$ cat src/rtl/render_pkg.sv
`default_nettype none
// ============================================================================
// Module   : render_pkg
// Purpose  : Shared angle type, default angle constants and sequencer states.
// Revision : 1.0
// ============================================================================
package render_pkg;

    typedef logic [11:0] angle_t;  // unsigned 4.8 fixed point

    localparam angle_t ANGLE_STEP_DEF = 12'h01a;
    localparam angle_t ANGLE_MAX_DEF  = 12'h648;

    typedef enum logic [2:0] {
        IDLE  = 3'd0,
        TRIG  = 3'd1,
        ISSUE = 3'd2,
        DRAIN = 3'd3,
        DRAW  = 3'd4
    } seq_state_t;

    // Vertex index width, never narrower than one bit.
    function automatic int idx_width(input int n);
        return (n > 1) ? $clog2(n) : 1;
    endfunction

endpackage
`default_nettype wire

$ cat src/rtl/render_sequencer_angle_accum.sv
`default_nettype none
// ============================================================================
// Module   : angle_accum
// Purpose  : Rotation angle register; steps by ANGLE_STEP and wraps to zero.
// Revision : 1.0
// ============================================================================
module angle_accum
    import render_pkg::*;
#(
    parameter angle_t ANGLE_STEP = ANGLE_STEP_DEF,
    parameter angle_t ANGLE_MAX  = ANGLE_MAX_DEF
) (
    input  logic   Clk,
    input  logic   Reset,
    input  logic   advance,
    output angle_t theta
);

    angle_t theta_q;
    angle_t theta_d;

    // The wrap test uses the current value, so theta may briefly exceed ANGLE_MAX.
    always_comb begin
        theta_d = theta_q;
        if (advance) begin
            theta_d = (theta_q >= ANGLE_MAX) ? '0 : theta_q + ANGLE_STEP;
        end
    end

    always_ff @(posedge Clk) begin
        if (Reset) begin
            theta_q <= '0;
        end else begin
            theta_q <= theta_d;
        end
    end

    assign theta = theta_q;

endmodule
`default_nettype wire

$ cat src/rtl/render_sequencer.sv
`default_nettype none
// ============================================================================
// Module   : render_sequencer
// Purpose  : Per-frame trig / vertex issue / drain / draw scheduler.
//            Optional macro OVERRUN_CNT_EN adds a saturating overrun_cnt port.
// Revision : 1.0
// ============================================================================
module render_sequencer
    import render_pkg::*;
#(
    parameter int unsigned NUM_VERTS  = 8,
    parameter angle_t      ANGLE_STEP = ANGLE_STEP_DEF,
    parameter angle_t      ANGLE_MAX  = ANGLE_MAX_DEF
) (
    input  logic                              Clk,
    input  logic                              Reset,
    input  logic                              frame_clk_rising_edge,
    output angle_t                            theta,
    output logic                              trig_req,
    input  logic                              trig_ack,
    output logic                              xf_valid,
    input  logic                              xf_ready,
    output logic [idx_width(NUM_VERTS)-1:0]   xf_vidx,
    input  logic                              xf_done,
    input  logic                              draw_busy,
    output logic                              draw_start,
    output logic                              busy,
    output logic                              overrun
`ifdef OVERRUN_CNT_EN
    ,
    output logic [7:0]                        overrun_cnt
`endif
);

    localparam int VW = idx_width(NUM_VERTS);
    localparam int CW = $clog2(NUM_VERTS + 1);
    localparam logic [VW-1:0] C_LAST_IDX    = VW'(NUM_VERTS - 1);
    localparam logic [CW-1:0] C_DONE_FULL   = CW'(NUM_VERTS);
    localparam logic [CW-1:0] C_DONE_PENULT = CW'(NUM_VERTS - 1);

    seq_state_t    state_q;
    logic [VW-1:0] vidx_q;
    logic [CW-1:0] done_cnt_q;
    logic          trig_req_q;
    logic          xf_valid_q;
    logic          draw_start_q;
    logic          overrun_q;

    logic w_advance;
    logic w_tick_drop;
    logic w_done_count;
    logic w_drain_exit;

    assign w_advance    = frame_clk_rising_edge && (state_q == IDLE);
    assign w_tick_drop  = frame_clk_rising_edge && (state_q != IDLE);
    assign w_done_count = xf_done && ((state_q == ISSUE) || (state_q == DRAIN));
    // A result landing in the exit cycle itself completes the frame.
    assign w_drain_exit = (done_cnt_q == C_DONE_FULL) ||
                          ((done_cnt_q == C_DONE_PENULT) && xf_done);

    angle_accum #(
        .ANGLE_STEP (ANGLE_STEP),
        .ANGLE_MAX  (ANGLE_MAX)
    ) u_angle (
        .Clk     (Clk),
        .Reset   (Reset),
        .advance (w_advance),
        .theta   (theta)
    );

    always_ff @(posedge Clk) begin
        if (Reset) begin
            state_q      <= IDLE;
            vidx_q       <= '0;
            done_cnt_q   <= '0;
            trig_req_q   <= 1'b0;
            xf_valid_q   <= 1'b0;
            draw_start_q <= 1'b0;
            overrun_q    <= 1'b0;
        end else begin
            overrun_q <= w_tick_drop;
            if (w_done_count && (done_cnt_q != C_DONE_FULL)) begin
                done_cnt_q <= done_cnt_q + 1'b1;
            end
            case (state_q)
                IDLE: begin
                    if (frame_clk_rising_edge) begin
                        state_q    <= TRIG;
                        trig_req_q <= 1'b1;
                        vidx_q     <= '0;
                        done_cnt_q <= '0;
                    end
                end
                TRIG: begin
                    if (trig_ack) begin
                        state_q    <= ISSUE;
                        trig_req_q <= 1'b0;
                        xf_valid_q <= 1'b1;
                    end
                end
                ISSUE: begin
                    if (xf_ready) begin
                        if (vidx_q == C_LAST_IDX) begin
                            state_q    <= DRAIN;
                            xf_valid_q <= 1'b0;
                        end else begin
                            vidx_q <= vidx_q + 1'b1;
                        end
                    end
                end
                DRAIN: begin
                    if (w_drain_exit) begin
                        state_q      <= DRAW;
                        draw_start_q <= !draw_busy;
                    end
                end
                DRAW: begin
                    // The kick is registered, so leave one cycle after it is raised.
                    if (draw_start_q) begin
                        state_q      <= IDLE;
                        draw_start_q <= 1'b0;
                    end else if (!draw_busy) begin
                        draw_start_q <= 1'b1;
                    end
                end
                default: begin
                    state_q      <= IDLE;
                    trig_req_q   <= 1'b0;
                    xf_valid_q   <= 1'b0;
                    draw_start_q <= 1'b0;
                end
            endcase
        end
    end

`ifdef OVERRUN_CNT_EN
    logic [7:0] overrun_cnt_q;

    always_ff @(posedge Clk) begin
        if (Reset) begin
            overrun_cnt_q <= '0;
        end else if (w_tick_drop && (overrun_cnt_q != 8'hff)) begin
            overrun_cnt_q <= overrun_cnt_q + 8'd1;
        end
    end

    assign overrun_cnt = overrun_cnt_q;
`endif

    assign trig_req   = trig_req_q;
    assign xf_valid   = xf_valid_q;
    assign xf_vidx    = vidx_q;
    assign draw_start = draw_start_q;
    assign busy       = (state_q != IDLE);
    assign overrun    = overrun_q;

endmodule
`default_nettype wire

$ cat config.mk
export PLATFORM = sky130hd
export DESIGN_NAME = render_sequencer
export DESIGN_NICKNAME = d
export VERILOG_FILES = /design/src/rtl/render_pkg.sv /design/src/rtl/render_sequencer_angle_accum.sv /design/src/rtl/render_sequencer.sv
export SDC_FILE = /design/constraint.sdc
export NUM_CORES = 1
export LEC_CHECK = 0
export BUFFER_PORTS_ARGS = -buffer_cell sky130_fd_sc_hd__buf_2
export CAP_MARGIN = 20
export CORE_UTILIZATION = 45
export DETAILED_ROUTE_END_ITERATION = 7
export GPL_ROUTABILITY_DRIVEN = 0
export MAX_ROUTING_LAYER = met4
export PLACE_DENSITY_LB_ADDON = 0.08
export SYNTH_ARGS = -nofsm -noshare
export SYNTH_HDL_FRONTEND = slang
export SYNTH_SLANG_ARGS = --single-unit
$ cat constraint.sdc
create_clock -name Clk -period 3 [get_ports Clk]
set_input_delay 0.6 -clock Clk [delete_from_list [all_inputs] [get_ports Clk]]
set_output_delay 0.6 -clock Clk [all_outputs]
set_load 0.03 [all_outputs]
# Word-level counts from Yosys, hierarchy flattened
# Index checks and enable logic that the tools add are counted.
# word_totals
ff_bits	26
out_inout_bits	20
# classes
add_sub_neg	3
n_reduce_logical	19
mux	26
order_cmp	1
eq_ne	15
n_bitwise	3
# op_table
cell	count
$mux 3	9
$pmux 3 s5	1
$add 12x5->12 const B	1
$ge 12x11->1 const B	1
$mux 12	1
$mux 4	3
$ne 2x2->1 const B	6
$pmux 1 s3	3
$reduce_or 3->1	3
$mux 1	8
$reduce_and 4->1	2
$eq 3x2->1 const B	2
$eq 3x3->1 const B	2
$pmux 3 s2	1
$reduce_and 6->1	1
$logic_and 1x1->1	5
$add 4x1->4 const B	1
$eq 4x3->1 const B	1
$eq 4x4->1 const B	1
$ne 4x4->1 const B	1
$add 3x1->3 const B	1
$eq 3x1->1 const B	1
$logic_not 3->1	1
$not 1->1	3
other kinds (7)	8

# Depth between registers and ports, before layout
# depth
word_depth	7
ltp_mapped	6
ltp_nobuf	6

# Hierarchy
# A second synthesis with hierarchy kept.
# hier_totals
hier_cells	155
hier_area_um2	1383.8
# modules_own_cells
module	seq_area_each_um2	area_each_um2	n_inst	cells_per_inst
render_sequencer	280.3	799.5	1	92
angle_accum	220.2	584.3	1	63

# Worst setup path before layout
# Ideal clock, no wire load.
# synth_timing
kind	flip-flop to flip-flop
from	register vidx_q[0], in the netlist xf_vidx[0]
to	register vidx_q[0], in the netlist xf_vidx[0]
synth_period_minus_slack_ns	1.791
path_buffers	0
arrival_ns	1.720
path_stages_with_launch	7
setup_ns	0.070
slack_ns	1.209
path_cell_list	dfxtp_1 > ha_1 > ha_1 > nor4b_1 > o22ai_2 > or3_1 > a21oi_1
# synth_between
elab_chain_cells	4
elab_cells_between_ends	7
cone_classes	add/sub (1); eq/ne (2); mux (3); reduce/logical (1)
# synth_lines
element	line	text
from (decl)	render_sequencer.sv:42	logic [VW-1:0] vidx_q;
from (signal assigned)	render_sequencer.sv:107	vidx_q <= vidx_q + 1'b1;
$add 3x1->3	render_sequencer.sv:107	
$mux 3	render_sequencer.sv:103	if (vidx_q == C_LAST_IDX) begin
$mux 3	render_sequencer.sv:102	if (xf_ready) begin
$pmux 3 s2	render_sequencer.sv:85	case (state_q)
# Parallel ways exist; a longest one is shown, timed or not. The select of a mux whose other input is x is not followed.
# A chain may end at the register's enable or synchronous reset.

# Final worst setup path
# layout_timing
from	register state_q[2]
to	register u_angle.theta_q[2], in the netlist u_angle.theta[2]
# layout_between
elab_chain_cells	2
# layout_lines
element	line	text
from (decl)	render_sequencer.sv:41	seq_state_t state_q;
from (signal assigned)	render_sequencer.sv:73	state_q <= IDLE;
from (signal assigned)	render_sequencer.sv:88	state_q <= TRIG;
from (signal assigned)	render_sequencer.sv:96	state_q <= ISSUE;
$logic_not 3->1	render_sequencer.sv:54	assign w_advance = frame_clk_rising_edge && (state_q == IDLE);
$logic_and 1x1->1	render_sequencer.sv:54	
to (signal assigned)	render_sequencer_angle_accum.sv:34	theta_q <= theta_d;
to (decl)	render_sequencer_angle_accum.sv:19	angle_t theta_q;
# Every way passes these cells.

==> flow_summary.html <==
<table>
<tr><th>Metric</th><th>Value</th></tr>
<tr><th colspan="2">Min path</th></tr>
<tr><td>Hold path startpoint</td><td>xf_valid</td></tr>
<tr><td>Worst hold path class</td><td>reg2reg</td></tr>
<tr><th colspan="2">Placed design</th></tr>
<tr><td>Port Buffers</td><td>25</td></tr>
<tr><td>Post-DP HPWL</td><td>1748 um</td></tr>
<tr><th colspan="2">STA</th></tr>
<tr><td>Final slew viol count</td><td>0</td></tr>
<tr><td>Final-layout setup total negative slack</td><td>0 ns</td></tr>
<tr><td>Least-Margin Pin Slew</td><td>0.6822 ns</td></tr>
<tr><td>Maximum clock skew at final layout</td><td>0.003475 ns</td></tr>
<tr><td>Final setup violation count</td><td>0</td></tr>
<tr><td>Highest clock rate</td><td>480.0 MHz</td></tr>
<tr><td>Final clock period utilization by the worst path</td><td>0.6944</td></tr>
<tr><td>RSZ-0062 raised after global routing</td><td>false</td></tr>
<tr><td>Time the final worst path needs with I/O delays and setup</td><td>2.083 ns</td></tr>
<tr><td>Fin. Hold Viols</td><td>0</td></tr>
<tr><td>Tightest slew margin relative to the limit</td><td>0.5433</td></tr>
<tr><th colspan="2">Clock network</th></tr>
<tr><td>Count of cells resized by post-cts repair</td><td>0</td></tr>
<tr><td>Clock tree from TritonCTS</td><td>yes</td></tr>
<tr><td>Skew-Pair Late Insertion Delay</td><td>0.30 ns</td></tr>
<tr><td>Max clock buf depth</td><td>2</td></tr>
<tr><td>Number of setup buffers added after CTS</td><td>0</td></tr>
<tr><td>H-tree levels</td><td>1</td></tr>
<tr><td>TritonCTS sink count</td><td>25</td></tr>
<tr><td>Cts-stage hold buffer count</td><td>0</td></tr>
<tr><td>Number of clock buffers inserted by TritonCTS</td><td>3</td></tr>
<tr><td>Root buffer cell</td><td>sky130_fd_sc_hd__clkbuf_4</td></tr>
<tr><td>Register clock-pin slew on the reported worst setup and hold paths</td><td>0.13 ns</td></tr>
<tr><th colspan="2">Floorplan</th></tr>
<tr><td>Die Area</td><td>3116 um2</td></tr>
<tr><td>Boundary pin count</td><td>27</td></tr>
<tr><td>Horizontal die dimension</td><td>55.83 um</td></tr>
<tr><td>Site Rows</td><td>19</td></tr>
<tr><td>Initial Util</td><td>0.4728</td></tr>
<tr><td>Area of the core</td><td>2758 um2</td></tr>
<tr><td>Floorplan die height</td><td>55.83 um</td></tr>
<tr><th colspan="2">Logic synthesis</th></tr>
<tr><td>Multiplexer share of the synthesized area</td><td>0.03071</td></tr>
<tr><td>Total of flip-flops plus latches after synthesis</td><td>25</td></tr>
<tr><td>Post-synthesis xor/xnor area fraction</td><td>0.07390</td></tr>
<tr><td>Netlist area before placement</td><td>1304 um2</td></tr>
<tr><td>Sequential element share of the synthesized area</td><td>0.3839</td></tr>
<tr><td>Number of warning messages in the yosys log</td><td>0</td></tr>
<tr><td>Yosys top cell area share</td><td>0.3839</td></tr>
<tr><td>Post-synthesis adder-cell area fraction</td><td>0.04798</td></tr>
<tr><td>Netlist cell types</td><td>44</td></tr>
<tr><td>Post-synthesis instance total</td><td>142</td></tr>
<tr><td>Most area-consuming cells after synthesis</td><td>sky130_fd_sc_hd__dfxtp_1 (38%), sky130_fd_sc_hd__nor2_1 (5.5%), sky130_fd_sc_hd__a21oi_1 (5.0%)</td></tr>
<tr><td>Dominant combinational cell family by area after synthesis</td><td>simple AND/OR/NAND/NOR gates</td></tr>
<tr><td>Net Count, Synth</td><td>154</td></tr>
<tr><td>Complex-gate fraction of the synthesized area</td><td>0.1574</td></tr>
<tr><td>Average size of a mapped cell</td><td>9.181 um2</td></tr>
<tr><td>Largest area contributor in the synthesized netlist</td><td>sky130_fd_sc_hd__dfxtp_1</td></tr>
<tr><td>Simple-Gate Fraction of Synth Area</td><td>0.2601</td></tr>
<tr><th colspan="2">Outcome</th></tr>
<tr><td>Outcome</td><td>finished clean</td></tr>
<tr><th colspan="2">Pwr</th></tr>
<tr><td>Switching share of power</td><td>0.3277</td></tr>
<tr><td>Switching power summed over all nets</td><td>0.0002319 W</td></tr>
<tr><td>Relative contribution of sequential cells to total power</td><td>0.549</td></tr>
<tr><td>Part of the power in combinational logic</td><td>0.247</td></tr>
<tr><td>Power density over the cells</td><td>487.2 nW/um2</td></tr>
<tr><td>Internal</td><td>0.0004758 W</td></tr>
<tr><td>Max IR drop VDD</td><td>306.9 uV</td></tr>
<tr><td>Leak</td><td>0.6380 nW</td></tr>
<tr><td>Part of the power in the clock network</td><td>0.204</td></tr>
<tr><td>Total power draw</td><td>0.0007077 W</td></tr>
<tr><th colspan="2">Layout</th></tr>
<tr><td>Sequential cell area</td><td>500.5 um2</td></tr>
<tr><td>Number of antenna repair diodes</td><td>0</td></tr>
<tr><td>Multi-input logic area</td><td>747.0 um2</td></tr>
<tr><td>Count of nets after finishing</td><td>177</td></tr>
<tr><td>Fraction of final layout cells sized beyond drive strength 1</td><td>0.2195</td></tr>
<tr><td># fillers</td><td>280</td></tr>
<tr><td>Area growth, synth to finish</td><td>11.42%</td></tr>
<tr><th colspan="2">Worst setup path</th></tr>
<tr><td>Required time at the endpoint of the critical path</td><td>3.19 ns</td></tr>
<tr><td>Worst flop-to-flop path startpoint</td><td>state_q[2]</td></tr>
<tr><td>Critical path class</td><td>reg2reg</td></tr>
<tr><td>Category of the worst setup path launch point</td><td>register</td></tr>
<tr><td>Critical Path End Type</td><td>register</td></tr>
<tr><td>Critical Path Start</td><td>state_q[2]</td></tr>
<tr><td>Data arrival time of the critical path</td><td>2.28 ns</td></tr>
<tr><td>Maximum fanout count along the critical path</td><td>15</td></tr>
<tr><th colspan="2">Detailed routing</th></tr>
<tr><td>Routed length per instance</td><td>12.30 um</td></tr>
<tr><td>DR pass1 iterations</td><td>4</td></tr>
<tr><td>Detailed-route DRC error count</td><td>0</td></tr>
<tr><td>Sum of routed wire length over all layers</td><td>2398 um</td></tr>
<tr><td>Average via count per standard cell</td><td>5.364</td></tr>
<tr><td>DRC violation total after the first TritonRoute iteration</td><td>24</td></tr>
<tr><td>Overall via count from detail_route</td><td>1046</td></tr>
<tr><td>Number of nets with antenna violations after detailed routing</td><td>0</td></tr>
<tr><th colspan="2">GRT</th></tr>
<tr><td>Met2 routing resource usage after global routing</td><td>0.2616</td></tr>
<tr><td>Met3 Resource Use GR</td><td>0.03256</td></tr>
<tr><td>GR Util met1</td><td>0.2452</td></tr>
<tr><td>Number of antenna violations at the first check in global routing</td><td>0</td></tr>
<tr><td>Via count of the first global-routing pass</td><td>913</td></tr>
<tr><td>GRT overflow</td><td>0</td></tr>
<tr><td>GRT Max-Usage Layer</td><td>met2</td></tr>
<tr><td>Wire length of the first global-routing pass</td><td>4271 um</td></tr>
<tr><td>Total Routing Usage GR</td><td>0.1758</td></tr>
<tr><td>Largest net degree at the start of global routing</td><td>16</td></tr>
<tr><th colspan="2">Job</th></tr>
<tr><td>Number of maximum-capacitance constraint violations</td><td>0</td></tr>
</table>
routing by layer:
layer / vias up / part of all wire
li1: 547 / -
met1: 476 / 0.51
met2: 21 / 0.45
met3: 2 / 0.038
met4: 0 / 0.0083
met5: - / 0
critical path, cell delays in order (launching register included):
cell and delay [ns]:
sky130_fd_sc_hd__dfxtp_1 0.48, sky130_fd_sc_hd__nor4b_4 0.71, sky130_fd_sc_hd__o21ai_0 0.23, sky130_fd_sc_hd__o21bai_2 0.44, sky130_fd_sc_hd__nor2_1 0.10
path summary, 6_finish.rpt:
| kind | to | slack (ns) | depth (start not counted) |
|---|---|---|---|
| worst max register to register | u_angle.theta[2] | 0.92 | 4 |
| worst max-delay path | u_angle.theta[2] | 0.92 | 4 |
| worst min-delay path | xf_valid | 0.48 | 2 |
| worst min register to register | xf_valid | 0.48 | 2 |
metrics by stage:
stage / instance area (um2) / setup WS [ns] / hold slack [ns] / util / instances
2_1_floorplan: 1304 / 1.209 / 0.4828 / - / 142
3_3_place_gp: 1426 / 0.8180 / 0.4546 / 0.5172 / 191
3_5_place_dp: 1426 / 0.7680 / 0.4620 / 0.5172 / 191
4_1_cts: 1453 / 0.8795 / 0.4811 / 0.5268 / 195
5_1_grt: 1453 / 0.7294 / 0.4974 / 0.5268 / 195
6_report: 1453 / 0.9167 / 0.4794 / 0.5268 / 195
flip-flops by register name (all words and copies together), names as in the netlist:
name,cells
done_cnt_q,4
state_q,3
u_angle.theta,11
xf_vidx,3
trig_req,1
overrun,1
draw_start,1
xf_valid,1
placed cells by master (no fill, tap or decap), drive strengths merged, types with 2 or more instances in the layout:
master / synthesis / routed
or3: 3 / 3
inv: 4 / 4
nor4b: 2 / 2
nand4: 2 / 2
nor2b: 2 / 2
clkbuf: 2 / 4
ha: 5 / 5
a21oi: 13 / 13
nand3: 4 / 4
nand3b: 2 / 2
nand4b: 2 / 2
dfxtp: 25 / 25
nand2: 5 / 5
xnor2: 4 / 4
a211o: 3 / 3
and2: 4 / 4
mux2i: 4 / 4
buf: 5 / 25
xor2: 7 / 7
nor2: 19 / 19
a31oi: 2 / 2
and3b: 4 / 4
o21ai: 3 / 3
power groups by stage:
| stage | Sequential [W] | Clock (W) | Combinational (W) |
|---|---|---|---|
| after floorplan | 0.000418 | 0 | 0.000112 |
| after global placement | 0.000395 | 0 | 0.000175 |
| after detailed placement | 0.000396 | 0 | 0.000176 |
| after CTS | 0.000388 | 0.000152 | 0.000177 |
| after global routing | 0.000394 | 0.000172 | 0.000191 |
| final | 0.000388 | 0.000145 | 0.000175 |
cells by family after synthesis:
family	Yosys count
other	1
buffers and inverters	11
xor gates and xnor gates	11
and+or+nand+nor	57
DFF	25
muxes	4
adders and majority gates	5
AOI/OAI and AO/OA	28
cell usage after synthesis:
library cell                count
sky130_fd_sc_hd__a2111oi_4      1
sky130_fd_sc_hd__a211o_1        2
sky130_fd_sc_hd__a211o_2        1
sky130_fd_sc_hd__a211oi_1       1
sky130_fd_sc_hd__a21oi_1       13
sky130_fd_sc_hd__a311o_1        1
sky130_fd_sc_hd__a311oi_1       1
sky130_fd_sc_hd__a31oi_1        2
sky130_fd_sc_hd__and2_1         3
sky130_fd_sc_hd__and2_2         1
sky130_fd_sc_hd__and3_1         1
sky130_fd_sc_hd__and3b_1        4
sky130_fd_sc_hd__and4_1         1
sky130_fd_sc_hd__buf_2          3
sky130_fd_sc_hd__buf_4          1
sky130_fd_sc_hd__buf_6          1
sky130_fd_sc_hd__clkbuf_1       2
sky130_fd_sc_hd__conb_1         1
sky130_fd_sc_hd__dfxtp_1       25
sky130_fd_sc_hd__ha_1           5
sky130_fd_sc_hd__inv_1          4
sky130_fd_sc_hd__mux2i_1        4
sky130_fd_sc_hd__nand2_1        5
sky130_fd_sc_hd__nand2b_1       1
sky130_fd_sc_hd__nand3_1        4
sky130_fd_sc_hd__nand3b_1       2
sky130_fd_sc_hd__nand4_1        2
sky130_fd_sc_hd__nand4b_1       2
sky130_fd_sc_hd__nor2_1        19
sky130_fd_sc_hd__nor2b_1        2
sky130_fd_sc_hd__nor3_1         1
sky130_fd_sc_hd__nor3b_1        1
sky130_fd_sc_hd__nor4b_1        1
sky130_fd_sc_hd__nor4b_4        1
sky130_fd_sc_hd__o21a_1         1
sky130_fd_sc_hd__o21ai_0        3
sky130_fd_sc_hd__o21bai_2       1
sky130_fd_sc_hd__o22ai_2        1
sky130_fd_sc_hd__or2_2          1
sky130_fd_sc_hd__or3_1          3
sky130_fd_sc_hd__or3b_2         1
sky130_fd_sc_hd__or4b_1         1
sky130_fd_sc_hd__xnor2_1        4
sky130_fd_sc_hd__xor2_1         7
layout make-up:
type | count | area share
multi-input combinational | 106 | 0.5142
sequential | 25 | 0.3445
timing repair buffer | 25 | 0.08613
tap | 31 | 0.02670
clock buffer | 4 | 0.01809
inverter | 4 | 0.01034
Note: power is estimated with default switching activity, not from simulation.
